## src/rtl/mul_exerciser_pkg.sv

```systemverilog
// Shared types and width helpers for the multiplier exerciser.
package mul_exerciser_pkg;

    typedef enum logic [1:0] {
        StIdle,
        StLoad,
        StWait,
        StDone
    } state_e;

    localparam int unsigned ErrCntWidth = 8;
    localparam logic [ErrCntWidth-1:0] ErrCntMax = '1;

    function automatic int unsigned max_width(input int unsigned a, input int unsigned b);
        return (a > b) ? a : b;
    endfunction

    // Bits needed to hold the values 0..n-1.
    function automatic int unsigned cnt_width(input int unsigned n);
        return (n <= 2) ? 1 : $clog2(n);
    endfunction

endpackage

```

## src/rtl/mul_exr_vecgen.sv

```systemverilog
// Operand sweep counters (x inner, y outer) and the reference product for the current vector.
module mul_exr_vecgen
    import mul_exerciser_pkg::*;
#(
    parameter int unsigned X_WIDTH = 3,
    parameter int unsigned Y_WIDTH = 3,
    parameter int unsigned P_WIDTH = 6,
    parameter bit          SIGNED  = 1'b0
) (
    input  logic               clk,
    input  logic               rst,
    input  logic               clear,
    input  logic               step,
    output logic [X_WIDTH-1:0] x,
    output logic [Y_WIDTH-1:0] y,
    output logic               last,
    output logic [P_WIDTH-1:0] exp_p,
    output logic               exp_s
);

    localparam int unsigned FullW = max_width(X_WIDTH + Y_WIDTH, P_WIDTH + 1);

    logic [FullW-1:0]   x_ext;
    logic [FullW-1:0]   y_ext;
    logic [P_WIDTH:0]   prod;

    always_ff @(posedge clk) begin
        if (rst || clear) begin
            x <= '0;
            y <= '0;
        end else if (step) begin
            if (x == '1) begin
                x <= '0;
                y <= y + Y_WIDTH'(1);
            end else begin
                x <= x + X_WIDTH'(1);
            end
        end
    end

    // Extending to the full width first makes the low bits of the product correct for
    // both signed and unsigned operands.
    always_comb begin
        if (SIGNED) begin
            x_ext = {{(FullW - X_WIDTH){x[X_WIDTH-1]}}, x};
            y_ext = {{(FullW - Y_WIDTH){y[Y_WIDTH-1]}}, y};
        end else begin
            x_ext = {{(FullW - X_WIDTH){1'b0}}, x};
            y_ext = {{(FullW - Y_WIDTH){1'b0}}, y};
        end
        prod = (P_WIDTH + 1)'(x_ext * y_ext);
    end

    assign exp_p = prod[P_WIDTH-1:0];
    assign exp_s = prod[P_WIDTH];
    assign last  = (x == '1) && (y == '1);

endmodule

```

## src/rtl/mul_exerciser.sv

```systemverilog
// Exhaustive operand sweep of a multiplier core: restart per vector, wait, compare, count errors.
module mul_exerciser
    import mul_exerciser_pkg::*;
#(
    parameter int unsigned X_WIDTH   = 3,
    parameter int unsigned Y_WIDTH   = 3,
    parameter int unsigned P_WIDTH   = 6,
    parameter bit          SIGNED    = 1'b0,
    parameter bit          HAS_READY = 1'b1,
    parameter int unsigned LATENCY   = 4,
    parameter int unsigned TIMEOUT   = 15
) (
    input  logic                   clk,
    input  logic                   rst,
    input  logic                   start,
    output logic [X_WIDTH-1:0]     dut_x,
    output logic [Y_WIDTH-1:0]     dut_y,
    output logic                   dut_rst,
    input  logic [P_WIDTH-1:0]     dut_p,
    input  logic                   dut_s,
    input  logic                   dut_rdy,
    output logic                   busy,
    output logic                   done,
    output logic [ErrCntWidth-1:0] err_cnt,
    output logic                   timeout_seen,
    output logic                   fail_valid,
    output logic [X_WIDTH-1:0]     fail_x,
    output logic [Y_WIDTH-1:0]     fail_y
);

    localparam int unsigned WaitW = cnt_width(max_width(TIMEOUT, LATENCY));
    localparam logic [WaitW-1:0] WaitTimeout = WaitW'(TIMEOUT - 1);
    localparam logic [WaitW-1:0] WaitSample  = WaitW'(LATENCY - 1);

    state_e                 state_q, state_d;
    logic [WaitW-1:0]       wait_cnt_q;
    logic [ErrCntWidth-1:0] err_cnt_q;
    logic                   timeout_seen_q;
    logic                   fail_valid_q;
    logic [X_WIDTH-1:0]     fail_x_q;
    logic [Y_WIDTH-1:0]     fail_y_q;
    logic                   busy_q;
    logic                   done_q;

    logic                   in_wait;
    logic                   sweep_start;
    logic                   sample;
    logic                   timed_out;
    logic                   mismatch;
    logic                   vec_end;
    logic                   vec_err;
    logic                   last;
    logic [P_WIDTH-1:0]     exp_p;
    logic                   exp_s;

    mul_exr_vecgen #(
        .X_WIDTH (X_WIDTH),
        .Y_WIDTH (Y_WIDTH),
        .P_WIDTH (P_WIDTH),
        .SIGNED  (SIGNED)
    ) u_vecgen (
        .clk   (clk),
        .rst   (rst),
        .clear (sweep_start),
        .step  (vec_end && !last),
        .x     (dut_x),
        .y     (dut_y),
        .last  (last),
        .exp_p (exp_p),
        .exp_s (exp_s)
    );

    always_comb begin
        in_wait     = (state_q == StWait);
        sweep_start = start && ((state_q == StIdle) || (state_q == StDone));
        // The first WAIT cycle ignores ready so a ready left over from the last vector is rejected.
        if (HAS_READY) begin
            sample = in_wait && dut_rdy && (wait_cnt_q != '0);
        end else begin
            sample = in_wait && (wait_cnt_q == WaitSample);
        end
        timed_out = in_wait && !sample && (wait_cnt_q == WaitTimeout);
        if (SIGNED) begin
            mismatch = {dut_s, dut_p} != {exp_s, exp_p};
        end else begin
            mismatch = dut_p != exp_p;
        end
        vec_end = sample || timed_out;
        vec_err = (sample && mismatch) || timed_out;

        state_d = state_q;
        case (state_q)
            StIdle, StDone: if (sweep_start) state_d = StLoad;
            StLoad:         state_d = StWait;
            StWait:         if (vec_end) state_d = last ? StDone : StLoad;
            default:        state_d = StIdle;
        endcase
    end

    always_ff @(posedge clk) begin
        if (rst) begin
            state_q        <= StIdle;
            wait_cnt_q     <= '0;
            err_cnt_q      <= '0;
            timeout_seen_q <= 1'b0;
            fail_valid_q   <= 1'b0;
            fail_x_q       <= '0;
            fail_y_q       <= '0;
            busy_q         <= 1'b0;
            done_q         <= 1'b0;
        end else begin
            state_q <= state_d;
            busy_q  <= (state_d == StLoad) || (state_d == StWait);
            done_q  <= (state_d == StDone);

            if (state_q == StLoad) begin
                wait_cnt_q <= '0;
            end else if (in_wait) begin
                wait_cnt_q <= wait_cnt_q + WaitW'(1);
            end

            if (sweep_start) begin
                err_cnt_q      <= '0;
                timeout_seen_q <= 1'b0;
                fail_valid_q   <= 1'b0;
                fail_x_q       <= '0;
                fail_y_q       <= '0;
            end else if (vec_err) begin
                if (err_cnt_q != ErrCntMax) begin
                    err_cnt_q <= err_cnt_q + ErrCntWidth'(1);
                end
                if (timed_out) begin
                    timeout_seen_q <= 1'b1;
                end
                if (!fail_valid_q) begin
                    fail_valid_q <= 1'b1;
                    fail_x_q     <= dut_x;
                    fail_y_q     <= dut_y;
                end
            end
        end
    end

    assign dut_rst      = rst || (state_q == StLoad);
    assign busy         = busy_q;
    assign done         = done_q;
    assign err_cnt      = err_cnt_q;
    assign timeout_seen = timeout_seen_q;
    assign fail_valid   = fail_valid_q;
    assign fail_x       = fail_x_q;
    assign fail_y       = fail_y_q;

endmodule

```

## config.mk

```make
export PLATFORM = sky130hd
export DESIGN_NAME = mul_exerciser
export DESIGN_NICKNAME = d
export VERILOG_FILES = /design/src/rtl/mul_exerciser_pkg.sv /design/src/rtl/mul_exr_vecgen.sv /design/src/rtl/mul_exerciser.sv
export SDC_FILE = /design/constraint.sdc
export NUM_CORES = 1
export LEC_CHECK = 0
export CAP_MARGIN = 20
export CORE_UTILIZATION = 54
export CTS_BUF_LIST = sky130_fd_sc_hd__clkbuf_8 sky130_fd_sc_hd__clkbuf_16
export DETAILED_ROUTE_END_ITERATION = 8
export PLACE_DENSITY = 0.81
export SLEW_MARGIN = 20
export SYNTH_ARGS = -nofsm -noshare
export SYNTH_HDL_FRONTEND = slang
export SYNTH_SLANG_ARGS = --single-unit
export TNS_END_PERCENT = 5
```

## constraint.sdc

```tcl
create_clock -name clk -period 5.4 [get_ports clk]
set_input_delay 1.08 -clock clk [delete_from_list [all_inputs] [get_ports clk]]
set_output_delay 1.08 -clock clk [all_outputs]
set_load 0.005 [all_outputs]
```

Yosys cells after proc, flatten, opt, wreduce, memory -nomap -nowiden
Index checks and enable logic that the tools add are counted.
- register bits after elaboration: 30
- bits of input ports: 11
- output and inout port bits: 25
- add/subtract/negate cells: 4
- $mul: 1
- equality and inequality tests: 11
- mux-type cells: 5
- bitwise logic cells: 1
- reduce and logical (&&, ||, !) cells: 25
- operator list (kind ; count):
    8-bit by 1-bit adder with 8-bit output (second input constant) ; 1
    2-bit equality test (second input constant) ; 4
    1-bit logical AND ; 8
    8-bit inequality test (second input constant) ; 1
    2-bit AND reduction ; 4
    3-bit by 1-bit adder with 3-bit output (second input constant) ; 2
    3-bit equality test (second input constant) ; 2
    1-bit logical OR ; 6
    3-bit by 3-bit multiplier with 6-bit output ; 1
    2-bit two-way mux ; 3
    6-bit inequality test ; 1
    2-bit case mux with 3 select lines ; 1
    2-bit OR reduction ; 3
    4-bit by 1-bit adder with 4-bit output (second input constant) ; 1
    2-bit by 1-bit equality test with 1-bit output (second input constant) ; 2
    4-bit equality test (second input constant) ; 1
    4-bit nonzero test ; 1
    3-bit two-way mux ; 1
    1-bit zero test ; 2
    2-bit zero test ; 1
    1-bit NOT ; 1

Logic depth before layout (Yosys ltp)
Gate-level depths: netlist of the first run.
- depth after elaboration: 11
- gate-level depth with buffers: 12

Modules after synthesis
From an unflattened synthesis of the first run, not the netlist that was laid out.
- cells, all modules: 198
- area, all modules: 1843.0 um^2
- by module, submodules not included (module ; times used ; cells an instance ; area an instance (um^2) ; seq. area each (um^2)):
    mul_exerciser ; 1 ; 145 ; 1326.3 ; 480.5
    mul_exr_vecgen ; 1 ; 53 ; 516.7 ; 120.1

Worst setup path before layout of the first run
No wires, ideal clock.
- kind: reg2reg
- from: register u_vecgen.x[0]
- to: register err_cnt_q[5] (netlist: err_cnt[5])
- data arrival time: 2.805 ns
- data required time: 5.329 ns
- setup slack: 2.525 ns
- stages on the path, launching flop included: 12
- clock period less this slack: 2.875 ns
- cell sequence: dfxtp_1 -> and2_1 -> fa_1 -> ha_1 -> inv_1 -> fa_1 -> xor2_1 -> nand3_1 -> nor3_1 -> a21o_1 -> or4_1 -> a21oi_1
- cells in the longest elaborated chain, start to end: 5
- RTL lines (element ; RTL line ; source):
    start, declared ; mul_exr_vecgen.sv:14 ; output logic [X_WIDTH-1:0] x,
    start signal, assigned ; mul_exr_vecgen.sv:36 ; x <= x + X_WIDTH'(1);
    3-bit by 3-bit multiplier with 6-bit output ; mul_exr_vecgen.sv:51 ; prod = (P_WIDTH + 1)'(x_ext * y_ext);
    6-bit inequality test ; mul_exerciser.sv:86 ; mismatch = dut_p != exp_p;
    1-bit logical AND ; mul_exerciser.sv:89 ; vec_err = (sample && mismatch) || timed_out;
    1-bit logical OR ; mul_exerciser.sv:89 ;
    2-bit AND reduction (no line) ; - ;
    end signal, assigned ; mul_exerciser.sv:130 ; err_cnt_q <= err_cnt_q + ErrCntWidth'(1);
    end, declared ; mul_exerciser.sv:37 ; logic [ErrCntWidth-1:0] err_cnt_q;
No other way between the ends.
A chain may end at the register's enable or synchronous reset.

Final worst setup path of the first run
- from: input rst
- to: output dut_rst
- cells in the longest elaborated chain, start to end: 1
- RTL lines (element ; RTL line ; source):
    start, declared ; mul_exerciser.sv:14 ; input logic rst,
    1-bit logical OR ; mul_exerciser.sv:144 ; assign dut_rst = rst || (state_q == StLoad);
    end, declared ; mul_exerciser.sv:18 ; output logic dut_rst,
No other way between the ends.

==> run metrics, run 1 <==
outcome finished clean; CTS clk-pin slew, worst paths around 0.050 ns; first-pass GRT wire length ~6.1 mm; Leak Pwr between 0.0008 and 0.0009 uW; endpoints failing hold 0; n_diodes 0; cell-internal power ~400 uW; Overflow after GRT 0; Fin Setup TNS 0 ns; DR DRC count 0; fin crit share 65.4%; H-Tree Depth 2; IO Port Bufs 34; total power ~550 uW; layout cells sized above 1 between 5 and 6%; Seq/Total Area, Yosys a little over a third; GRT Resource Usage Total about a quarter; CTS tree yes; num rows 20; Mapped Cells between 150 and 200; reg-to-reg startpoint u_vecgen.y[0]$_SDFFE_PP0P_; Final ANT Viol Nets 0; largest net degree at the start of global routing 19; via density per instance 5.59; core area 3030 sq um; Startpoint Class input pin; Switching Share a little under 30%; r2r worst-path depth 11; Starting Density between 50% and 60%; Hold Path Sink timeout_seen$_SDFFE_PP0P_; number of flops mapped to enable cells by yosys 0; RSZ-0062 raised after global routing false; nets 254; FFs w/ async S/R, synth 0%; max_slew headroom between 30% and 40%; Post-Synthesis Cell Area 1720 sq um; CTS Hold Buffers Added 0; Power Density between 200 and 300 nW/um^2; RePlAce Congestion 0.803; vias approximately 1500; clock power share roughly 32%; Post-CTS Setup Bufs 0; synth unique cells 40; total CTS buffers 5; min Tclk post-route approximately 3.5 ns; Area growth syn-to-layout 25.3%; number of global-route vias before repair around 1500; Final Max Slew Viols 0; Setup CP Type input pin to output port; most frequent cell after synthesis dfxtp_1; Wirelength per Cell 13.8 microns; top cells by count, synth dfxtp_1 (30), nor2_1 (17), ha_1 (16); Crit path required time approximately 4.3 ns; NetSw approximately 160 uW; root buffer cell clkbuf_8; internal reg-to-reg setup slack roughly 2.2 ns; TritonRoute pass-1 iters 4; Post-Syn Area per Cell between 8 and 9 sq um; worst skew pair latency a little under 0.3 ns; CTS Buffer Depth 2; clk sinks 30; FF-to-FF End err_cnt[3]$_SDFFE_PP0P_; Warnings, synthesis 0; Worst Setup End Kind output port; f_max 0.283 GHz; Max Cap Viol 0; Synth top area share about a third; die span in x 58.4 microns; Post-Synthesis Net Count approximately 220; Die Y 58.4 microns; initial antenna violation count 0; Seq pwr share approximately 45%; # setup viols final 0; Least-Margin Pin Slew 0.975 ns; Crit Path Max Fanout 7; ys flop type dfxtp_1; Die ar. between 3000 and 4000 sq um; Yosys reg bits 30; largest cells by area after synthesis dfxtp_1 (35%), ha_1 (12%), nor2_1 (3.7%); initial drt markers 47; Peak supply drop between 0.2 and 0.25 mV; Worst Hold Class flip-flop to flip-flop; Top Ports 36; Worst Hold Launch timeout_seen$_SDFFE_PP0P_; largest area contributor in the netlist dfxtp_1; clock skew ~0.0052 ns; combinational power share a little under a quarter; post_cts resized 0; DRT Wirelength between 3 and 4 mm; hpwl dp about 2.6 mm; cell depth of the worst hold path 2; CP arrival roughly 2.5 ns
## cell usage in the layout (no fill, tap or decap), types with 3 or more instances in the layout
cell type / count
clkdlybuf4s50_1: 34
dfxtp_1: 30
nor2_1: 17
ha_1: 16
a21oi_1: 11
o21ai_0: 11
and2_1: 10
nand2_1: 9
nand3_1: 8
inv_1: 7
xor2_1: 6
o211ai_1: 6
clkbuf_8: 6
mux2i_1: 5
nand2b_1: 4
a21o_1: 4
nor2b_1: 4
xnor2_1: 4
or4_1: 4
a211oi_1: 3
o31ai_1: 3
## layer usage
layer / GRT usage (%) / vias to the layer above / share of wire (%) / wire [microns]
li1: - / 748 / - / -
met1: 26.9 / 701 / 43 / 1590
met2: 41.4 / 43 / 51 / 1880
met3: 5.49 / 7 / 4.6 / 169
met4: 12.2 / 0 / 1.7 / 63
met5: 0 / - / 0 / 0
## stage by stage
step                      std cells  worst slack [ns]  util (%)  area, sq um  hold WS, ns
after floorplan                 192              2.52         -         1720        0.463
after global placement          262              1.92      68.5         2070        0.460
after detailed placement        262              1.90      68.5         2070        0.459
after CTS                       268              1.87      71.2         2160        0.473
after global routing            268              1.83      71.2         2160        0.512
final                           268              1.87      71.2         2160        0.470
## critical path: stages
cell and delay [ns]:
clkdlybuf4s50_1 0.54, or2_2 0.38, clkdlybuf4s50_1 0.45
## worst max path at each step
stage	from	end	cells past startpoint
6_report	rst	dut_rst	3
5_1_grt	rst	dut_rst	3
4_1_cts	rst	dut_rst	3
3_5_place_dp	rst	dut_rst	3
3_3_place_gp	rst	dut_rst	3
2_1_floorplan	u_vecgen.x[0]$_SDFFE_PP0P_	err_cnt[5]$_SDFFE_PP0P_	11
## power by group through the flow
stage | Sequential [uW] | Combinational, uW | Clock, uW
6_report | 244 | 127 | 176
5_1_grt | 246 | 140 | 188
4_1_cts | 244 | 128 | 178
3_5_place_dp | 249 | 124 | 0
3_3_place_gp | 248 | 115 | 0
2_1_floorplan | 248 | 85.0 | 0
## state kept, by name, indices dropped and copies added (netlist names), 2 cells and up
register / cells
u_vecgen.x: 3
wait_cnt_q: 4
err_cnt: 8
fail_y: 3
u_vecgen.y: 3
state_q: 2
fail_x: 3
## area by class of cell
cell class | instances | area (sq um)
multi-input combinational | 147 | 1050
timing repair buffer | 34 | 340
inverter | 7 | 26.3
sequential | 30 | 601
tap | 44 | 55.1
clock buffer | 6 | 82.6
fill | 244 | 872
## cell families (layout without fill, tap and decap cells)
kind of cell               Yosys count  in the layout  share of synthesized area (%)
adders and majority gates           18             18                           14.0
AOI/OAI and AO/OA                   45             45                           17.1
xor gates and xnor gates            10             10                           5.09
muxes                                6              6                           3.56
and+or+nand+nor                     68             68                           21.4
DFF                                 30             30                           34.9
buffers and inverters               15             47                           4.00
(Power assumes the default switching activity.)
==> inputs of run 2 (changes only) <==
--- a/config.mk
+++ b/config.mk
@@ -6,10 +6,10 @@
 export NUM_CORES = 1
 export LEC_CHECK = 0
 export CAP_MARGIN = 20
-export CORE_UTILIZATION = 54
+export CORE_UTILIZATION = 46
 export CTS_BUF_LIST = sky130_fd_sc_hd__clkbuf_8 sky130_fd_sc_hd__clkbuf_16
 export DETAILED_ROUTE_END_ITERATION = 8
-export PLACE_DENSITY = 0.81
+export PLACE_DENSITY = 0.73
 export SLEW_MARGIN = 20
 export SYNTH_ARGS = -nofsm -noshare
 export SYNTH_HDL_FRONTEND = slang
==> constraint.sdc (replaced) <==
create_clock -name clk -period 3.2 [get_ports clk]
set_input_delay 0.64 -clock clk [delete_from_list [all_inputs] [get_ports clk]]
set_output_delay 0.64 -clock clk [all_outputs]
set_load 0.005 [all_outputs]
==> run 2 against run 1 <==
Net effect: critical endpoint is now err_cnt[3]$_SDFFE_PP0P_; clock skew barely moved; via count rose by 0.27%; clock power rose by 80%; largest power group unchanged.
==> run metrics, run 2 (synthesized netlist as in run 1, its figures left out) <==
max_slew headroom 65.1% (was 35.0%); most frequent cells in the layout clkdlybuf4s50_1 (34), dfxtp_1 (30), nor2_1 (17) (unchanged); TritonRoute pass-1 iters 4 (unchanged); most frequent CP cell fa_1 (was clkdlybuf4s50_1); DRT Wirelength 3.69 mm (was 3.71 mm); crit-path cells and2_1, fa_1, ha_1, inv_1, fa_1, xor2_1, nand3_1, nor3_1, a21o_2, or4_1, a21oi_1 (was clkdlybuf4s50_1, or2_2, clkdlybuf4s50_1); vias 1503 (was 1499); Leak Pwr 0.000889 uW (was 0.000832 uW); root buffer cell clkbuf_8 (unchanged); Setup WS post-layout 0.207 ns (was 1.87 ns); FF/Latch Area 601 sq um (unchanged); Startpoint Class flip-flop (was input pin); area occupied by multi-input gates 1050 sq um (about the same); Setup CP Type flip-flop to flip-flop (was input pin to output port); Area growth syn-to-layout 30.0% (was 25.3%); placed cell count 272 (was 262); Starting Density 49.6% (was 56.8%); Die Y 63.2 microns (was 58.4 microns); DR DRC count 0 (unchanged); non-filler instance count after layout 281 (was 268); number of global-route vias before repair 1409 (was 1458); nets 263 (was 254); num rows 21 (was 20); commonest non-fill, non-tap cell in the layout clkdlybuf4s50_1 (unchanged); Wirelength per Cell 13.1 microns (was 13.8 microns); Crit path required time 3.41 ns (was 4.32 ns); CTS Hold Buffers Added 0 (unchanged); die span in x 63.2 microns (was 58.4 microns); CTS clk-pin slew, worst paths 0.06 ns (was 0.05 ns); slowest CP cell fa_1 (was clkdlybuf4s50_1); worst skew pair latency 0.29 ns (about the same); hpwl dp 2.77 mm (was 2.65 mm); f_max 0.334 GHz; max FFs per register 8 (unchanged); Least-Margin Pin Slew 0.523 ns (was 0.975 ns); internal reg-to-reg setup slack 0.21 ns (was 2.15 ns); Final Max Slew Viols 0 (unchanged); via density per instance 5.35 (was 5.59); Critical Path Max Stage Delay 0.54 ns (about the same); Power Density 420 nW/um^2 (was 254 nW/um^2); Overflow after GRT 0 (unchanged); CTS tree yes (unchanged); Top Ports 36 (unchanged); Max Cap Viol 0 (unchanged); largest net degree at the start of global routing 19 (unchanged); total CTS buffers 5 (unchanged); core area 3470 sq um (was 3030 sq um); H-Tree Depth 2 (unchanged); fin crit share about 94%; CTS Buffer Depth 2 (unchanged); Worst Setup End Kind flip-flop (was output port); clock skew 0.00526 ns (was 0.00525 ns); IO Port Bufs 34 (unchanged); Place WS 0.126 ns (was 1.90 ns); RePlAce Congestion 0.826 (was 0.803); min Tclk post-route between 2 and 3 ns; endpoints failing hold 0 (unchanged); Worst Hold Class flip-flop to flip-flop (unchanged); Die ar. 3990 sq um (was 3420 sq um); Filler Cell Count 304 (was 244); CP arrival 3.21 ns (was 2.45 ns); initial antenna violation count 0 (unchanged); Final ANT Viol Nets 0 (unchanged); GRT Resource Usage Total 20.5% (was 23.7%); first-pass GRT wire length 6.33 mm (was 6.11 mm); Crit Path Max Fanout 17 (was 7); Peak supply drop 0.337 mV (was 0.215 mV); layout cells sized above 1 9.79% (was 5.36%); n_diodes 0 (unchanged); clk sinks 30 (unchanged); outcome finished clean (unchanged); initial drt markers 54 (was 47); # setup viols final 0 (unchanged)
## run 2: cell types whose count changed in the layout (fill, tap and decap cells not counted)
| cell | before | now |
|---|---|---|
| a21o_1 | 4 | 3 |
| a21o_2 | 0 | 1 |
| buf_4 | 0 | 9 |
| clkinv_2 | 0 | 1 |
| inv_1 | 7 | 8 |
## run 2: per-layer routing
layer  GRT usage (%)  vias to the layer above  routed length, microns
met3            5.43                        6                     117
li1                -                      772                       -
met1            24.0                      696                    1760
met2            34.7                       29                    1750
met4            9.30                        0                      60
met5               0                        -                       0
## run 2: final timing paths
check                                    to                        from  depth (start not counted)
setup reg to reg    err_cnt[3]$_SDFFE_PP0P_  u_vecgen.x[0]$_SDFFE_PP0P_                         11
hold / removal    timeout_seen$_SDFFE_PP0P_   timeout_seen$_SDFFE_PP0P_                          2
setup / recovery    err_cnt[3]$_SDFFE_PP0P_  u_vecgen.x[0]$_SDFFE_PP0P_                         11
hold reg to reg   timeout_seen$_SDFFE_PP0P_   timeout_seen$_SDFFE_PP0P_                          2
## run 2: critical path, delay by kind of cell, from the launching register on
family                   cells  cell delay, ns
AND/OR/NAND/NOR              4            0.80
XOR/XNOR                     1            0.15
AO/OA/AOI/OAI                2            0.46
flip-flops                   1            0.30
adder cells (fa/ha/maj)      3            1.15
buffers and inverters        1            0.06
## run 2: where the power goes
group          internal, uW  switching (uW)  total [uW]
Clock                   170             146         316
Combinational          99.5             112         212
Sequential              396            16.0         412
## run 2: per-stage QoR
step                total power [uW]  hold slack [ns]  area [sq um]  util, %  setup TNS, ns
floorplan                        561            0.463          1720        -              0
global placement                 619            0.453          2140     61.6              0
detailed placement               630            0.477          2140     61.6              0
CTS                              945            0.490          2230     64.2              0
global route                     990            0.525          2240     64.5       -0.00299
finish                           939            0.495          2240     64.5              0
## run 2: layout make-up
type | instances | area share [%]
Timing Repair Buffer | 43 | 18.2
Sequential cell | 30 | 26.9
Clock buffer | 6 | 3.69
Inverter | 7 | 1.18
Tap cell | 46 | 2.57
Multi-Input combinational cell | 147 | 47.1
Clock inverter | 2 | 0.392
## run 2: what timing repair did
| item | in CTS | in global routing |
|---|---|---|
| endpoints found under the setup margin | 0 | 10 |
| setup buffers | 0 | 1 |
| gates resized for setup | 0 | 1 |
==> patch 1: new RTL, settings of run 2 <==
Reset style: asynchronous (`rst`), changed in one clocked block.
--- a/src/rtl/mul_exerciser.sv
+++ b/src/rtl/mul_exerciser.sv
@@ -97,7 +97,7 @@
         endcase
     end
 
-    always_ff @(posedge clk) begin
+    always_ff @(posedge clk or posedge rst) begin
         if (rst) begin
             state_q        <= StIdle;
             wait_cnt_q     <= '0;
Behaviour: differs if rst is asserted again (counterexample within 4 cycles, from zero or initial values and one cycle with rst high); with rst held inactive, the same outputs for 10 cycles.
==> patch 1 against run 2 <==
  * Wire length grew 13%
  * Count of clock-buffer cells in the layout stayed put
  * Design area up 11%
  * Sequential cell count did not move
  * Non-clock buffer count did not move
  * Synthesized area grew 13%
  * Via count rose by 8.1%
  * Worst setup slack worse by 0.055 ns
  * Critical endpoint is now err_cnt[0]
Power is not compared: it rests on default switching activity, and its combinational part moved more than twofold at a synthesized area within 25%.
==> patch 1: results <==
[routing]
vias_per_cell = 5.345
wl_per_cell_um = 13.73
vias = 1625
first_pass_iters = 4
first_iter_violations = 97

[setup_path]
reg2reg_depth = 11
cp_top_family = "adder cells"
cpMaxStageDelayCell = "fa_1"
crit_fanout = 5
regToRegEndpoint = "err_cnt[0]"
reg2reg_slack_ns = 0.15
cpPeakStageDelay_ns = 0.54

[cells_and_area]
layout.comb_gates.multi_input = 165
fillers = 371
inverters = 8
clockBufferCount = 6
fin_nets = 282
final-clk-cell-share_pct = 3.676
buf_share_pct = 16.41
layout-drive-gt1-share_pct = 9.449
multi_input_area_um2 = 1172
antennaDiodeCount = 0
regArea_um2 = 720.7

[placed_design]
dpl.hpwl_mm = 3.216
place_ws_ns = 0.04407
place.gp.congestion = 0.8120
dpl.cell_count = 295

[power]
p_leak_nw = 1.125
seq-power_mw = 0.497

[global_routing]
track_usage_pct = 21.77
grt_first_pass_wirelength_mm = 7.155
grt_max_degree = 26
grt_antenna_before_repair = 0

[yosys]
ys_seq_elements = 30
synth_seq_area_share_pct = 37.07
synth_nets = 238
ys_warn_count = 0
synthArstFlopShare_pct = 80.00
synth_top_cells_by_count = "32 x nand2_1, 24 x dfrtp_1, 16 x ha_1"
synth_area_leaders = "dfrtp_1 31%, ha_1 10%, mux2i_1 7.2%"
yosysUniqueCellTypes = 48
syn_inst = 209

[timing]
relSlewSlack_pct = 68.85
whs_ns = 0.5101
skew_ns = 0.005464

[clock_tree]
clk_pin_slew_worst_paths_ns = 0.06
cts_buffer_depth = 2

[run_status]
status = "completed"

[hold_path]
min-delay-start = "timeout_seen"
hold_path_end = "timeout_seen"
## patch 1: cell types whose count changed in the layout (fill, tap and decap cells not counted), moves of 4 or more
cell,change
nand2_1,+23
xor2_1,-4
o21ai_1,+5
dfrtp_1,+24
mux2i_1,+9
dfxtp_1,-24
nand4_1,+4
a21oi_1,-5
nand3_1,-4
## patch 1: kinds of logic after synthesis
| kind of cell | after synthesis | share of synthesized area [%] |
|---|---|---|
| simple gates | 86 | 22.07 |
| flops | 30 | 37.07 |
| xor+xnor | 6 | 3.475 |
| mux | 15 | 7.786 |
| fa+ha+maj | 18 | 12.36 |
| buf+inv | 14 | 3.089 |
| compound gates | 40 | 14.16 |
## patch 1: per-stage QoR
step                      util (%)  cell area (µm²)
after floorplan                  -             1944
after global placement       59.01             2377
after detailed placement     59.01             2377
after CTS                    61.27             2469
after global routing         61.68             2485
final                        61.68             2485
## patch 1: routing by layer
| layer | track usage (%) | wire [µm] | vias up |
|---|---|---|---|
| li1 | - | - | 820 |
| met1 | 26.83 | 1873 | 758 |
| met2 | 36.38 | 2048 | 41 |
| met3 | 7.021 | 211 | 6 |
| met4 | 5.053 | 40 | 0 |
| met5 | 0 | 0 | - |
## patch 1: worst max-delay path by stage
stage | cells past startpoint | slack (ns) | end | startpoint
floorplan | 11 | 0.31 | fail_x[0] | u_vecgen.x[0]
global placement | 10 | 0.15 | fail_y[2] | u_vecgen.x[0]
detailed placement | 10 | 0.04 | fail_x[1] | u_vecgen.x[0]
CTS | 10 | 0.03 | fail_x[1] | u_vecgen.x[0]
global route | 10 | -0.002 | fail_x[1] | u_vecgen.x[0]
finish | 11 | 0.15 | err_cnt[0] | u_vecgen.x[0]
## patch 1: what timing repair did
action,CTS,global route
gates resized for setup,0,2
hold buffers,0,0
hold endpoints to repair,0,0
buffers inserted,0,1
setup endpoints to repair,0,6
==> patch 2: new RTL, config.mk and constraints of run 2 <==
Made on the original files. Set the package constant `ErrCntWidth` to 7 (it was 8).
--- a/src/rtl/mul_exerciser_pkg.sv
+++ b/src/rtl/mul_exerciser_pkg.sv
@@ -8,7 +8,7 @@
         StDone
     } state_e;
 
-    localparam int unsigned ErrCntWidth = 8;
+    localparam int unsigned ErrCntWidth = 7;
     localparam logic [ErrCntWidth-1:0] ErrCntMax = '1;
 
     function automatic int unsigned max_width(input int unsigned a, input int unsigned b);
Ports: changed (resized err_cnt); port bits go from 36 to 35. The function was not compared with the original's and may differ.
==> patch 2 against run 2 <==
  * Synthesized area decreased by 6.0%
  * Largest cell class unchanged
  * Utilization decreased by 1.9 points
  * Sequential cell count decreased by 1
  * Sequential power decreased by 2%
  * Highest routed layer unchanged
  * Wire length decreased by 11%
  * Design area decreased by 5.9%
  * Critical path depth unchanged
  * Largest power group unchanged
  * Combinational power increased by 10%
  * Power decreased by 3.2%
  * Worst setup slack improved by 0.0068 ns
  * Clock skew about the same
  * Sequential share of layout area increased by 0.74 points
  * First-iteration DRC count decreased by 46%
==> patch 2: results <==
[run_status]
status = "completed"

[yosys]
yosysUniqueCellTypes = 35
synth_area_leaders = "dfxtp_1 36%, ha_1 12%, o21ai_0 5.3%"
synth_top_cells_by_count = "29 x dfxtp_1, 17 x nor2_1, 17 x o21ai_0"
synth_nets = 210
synthAdderAreaFrac_pct = 14.85
synth_seq_area_share_pct = 35.89
syn_inst = 181
synthMuxAreaShare_pct = 3.712
synth_compound_area_share_pct = 12.61
ys_warn_count = 0
synthXorXnorAreaFrac_pct = 6.497

[global_routing]
grt_use_met2_pct = 32.92
grt_max_degree = 15
track_usage_pct = 19.76
grt_first_pass_wirelength_mm = 5.292

[placed_design]
place_ws_ns = 0.1670
place.gp.congestion = 0.8250
io_buffers = 33
post_dp_cell_area_um2 = 2014
dpl.cell_count = 260

[setup_path]
regToRegEndpoint = "err_cnt[0]"
cpPeakStageDelay_ns = 0.44
crit_fanout = 11
crit_arrival_ns = 3.14

[hold_path]
min-delay-start = "fail_y[0]"

[routing]
vias_per_cell = 5.157
drt-total-wl_mm = 3.280

[cells_and_area]
multi_input_area_um2 = 968.4
layout-drive-gt1-share_pct = 8.108
largest_reg_flops = 7
fin_nets = 250

[timing]
whs_ns = 0.4718
skew_ns = 0.005127

[power]
ir_drop_mv = 0.4121
patch 2: changes by cell type in the layout (fill, tap and decap cells not counted), moves of 3 or more:
cell             run 2  this run
o21ai_0             11        17
a21oi_1             11         6
o211ai_1             6         1
a211oi_1             3         0
or3_1                0         4
or4_1                4         0
o31ai_1              3         0
inv_1                8        12
patch 2: layout make-up:
type	instances	area share (%)
multi-input cells	136	46.04
flip-flops and latches	29	27.60
repair buffers	40	18.20
clock buffers	5	3.272
well taps	46	2.736
inverters	9	1.606
clock inverters	3	0.5354
patch 2: logic make-up (layout without fill, tap and decap cells):
kind of cell             after synthesis  count (layout)
AO/OA/AOI/OAI                         33              33
XOR/XNOR                              12              12
adder cells (fa/ha/maj)               18              18
buffers and inverters                 16              57
flip-flops                            29              29
multiplexers                           6               6
AND/OR/NAND/NOR                       67              67
patch 2: worst max path at each step:
stage                        startpoint    endpoint  cells after the start
final                     u_vecgen.y[1]  err_cnt[0]                     11
after global routing      u_vecgen.y[1]  err_cnt[2]                     11
after CTS                 u_vecgen.y[1]  err_cnt[2]                     11
after detailed placement  u_vecgen.y[1]  err_cnt[2]                     11
after global placement    u_vecgen.y[1]  err_cnt[0]                     11
after floorplan           u_vecgen.x[0]   fail_x[1]                     12
patch 2: repair_timing:
action / CTS / global route
gates resized for setup: 0 / 1
hold endpoints to repair: 0 / 0
setup endpoints to repair: 0 / 2
patch 2: where the power goes:
part	internal (mW)	switching [mW]	total, mW
sequential	0.386	0.0164	0.402
combinational	0.110	0.124	0.234
clock	0.144	0.129	0.273
total	0.640	0.269	0.909
patch 2: metal layers:
metal  vias to the layer above  share of wire, %
li1                        697                 -
met2                        29                48
met3                         7               3.9
met4                         0               1.9
met1                       649                46
met5                         -                 0
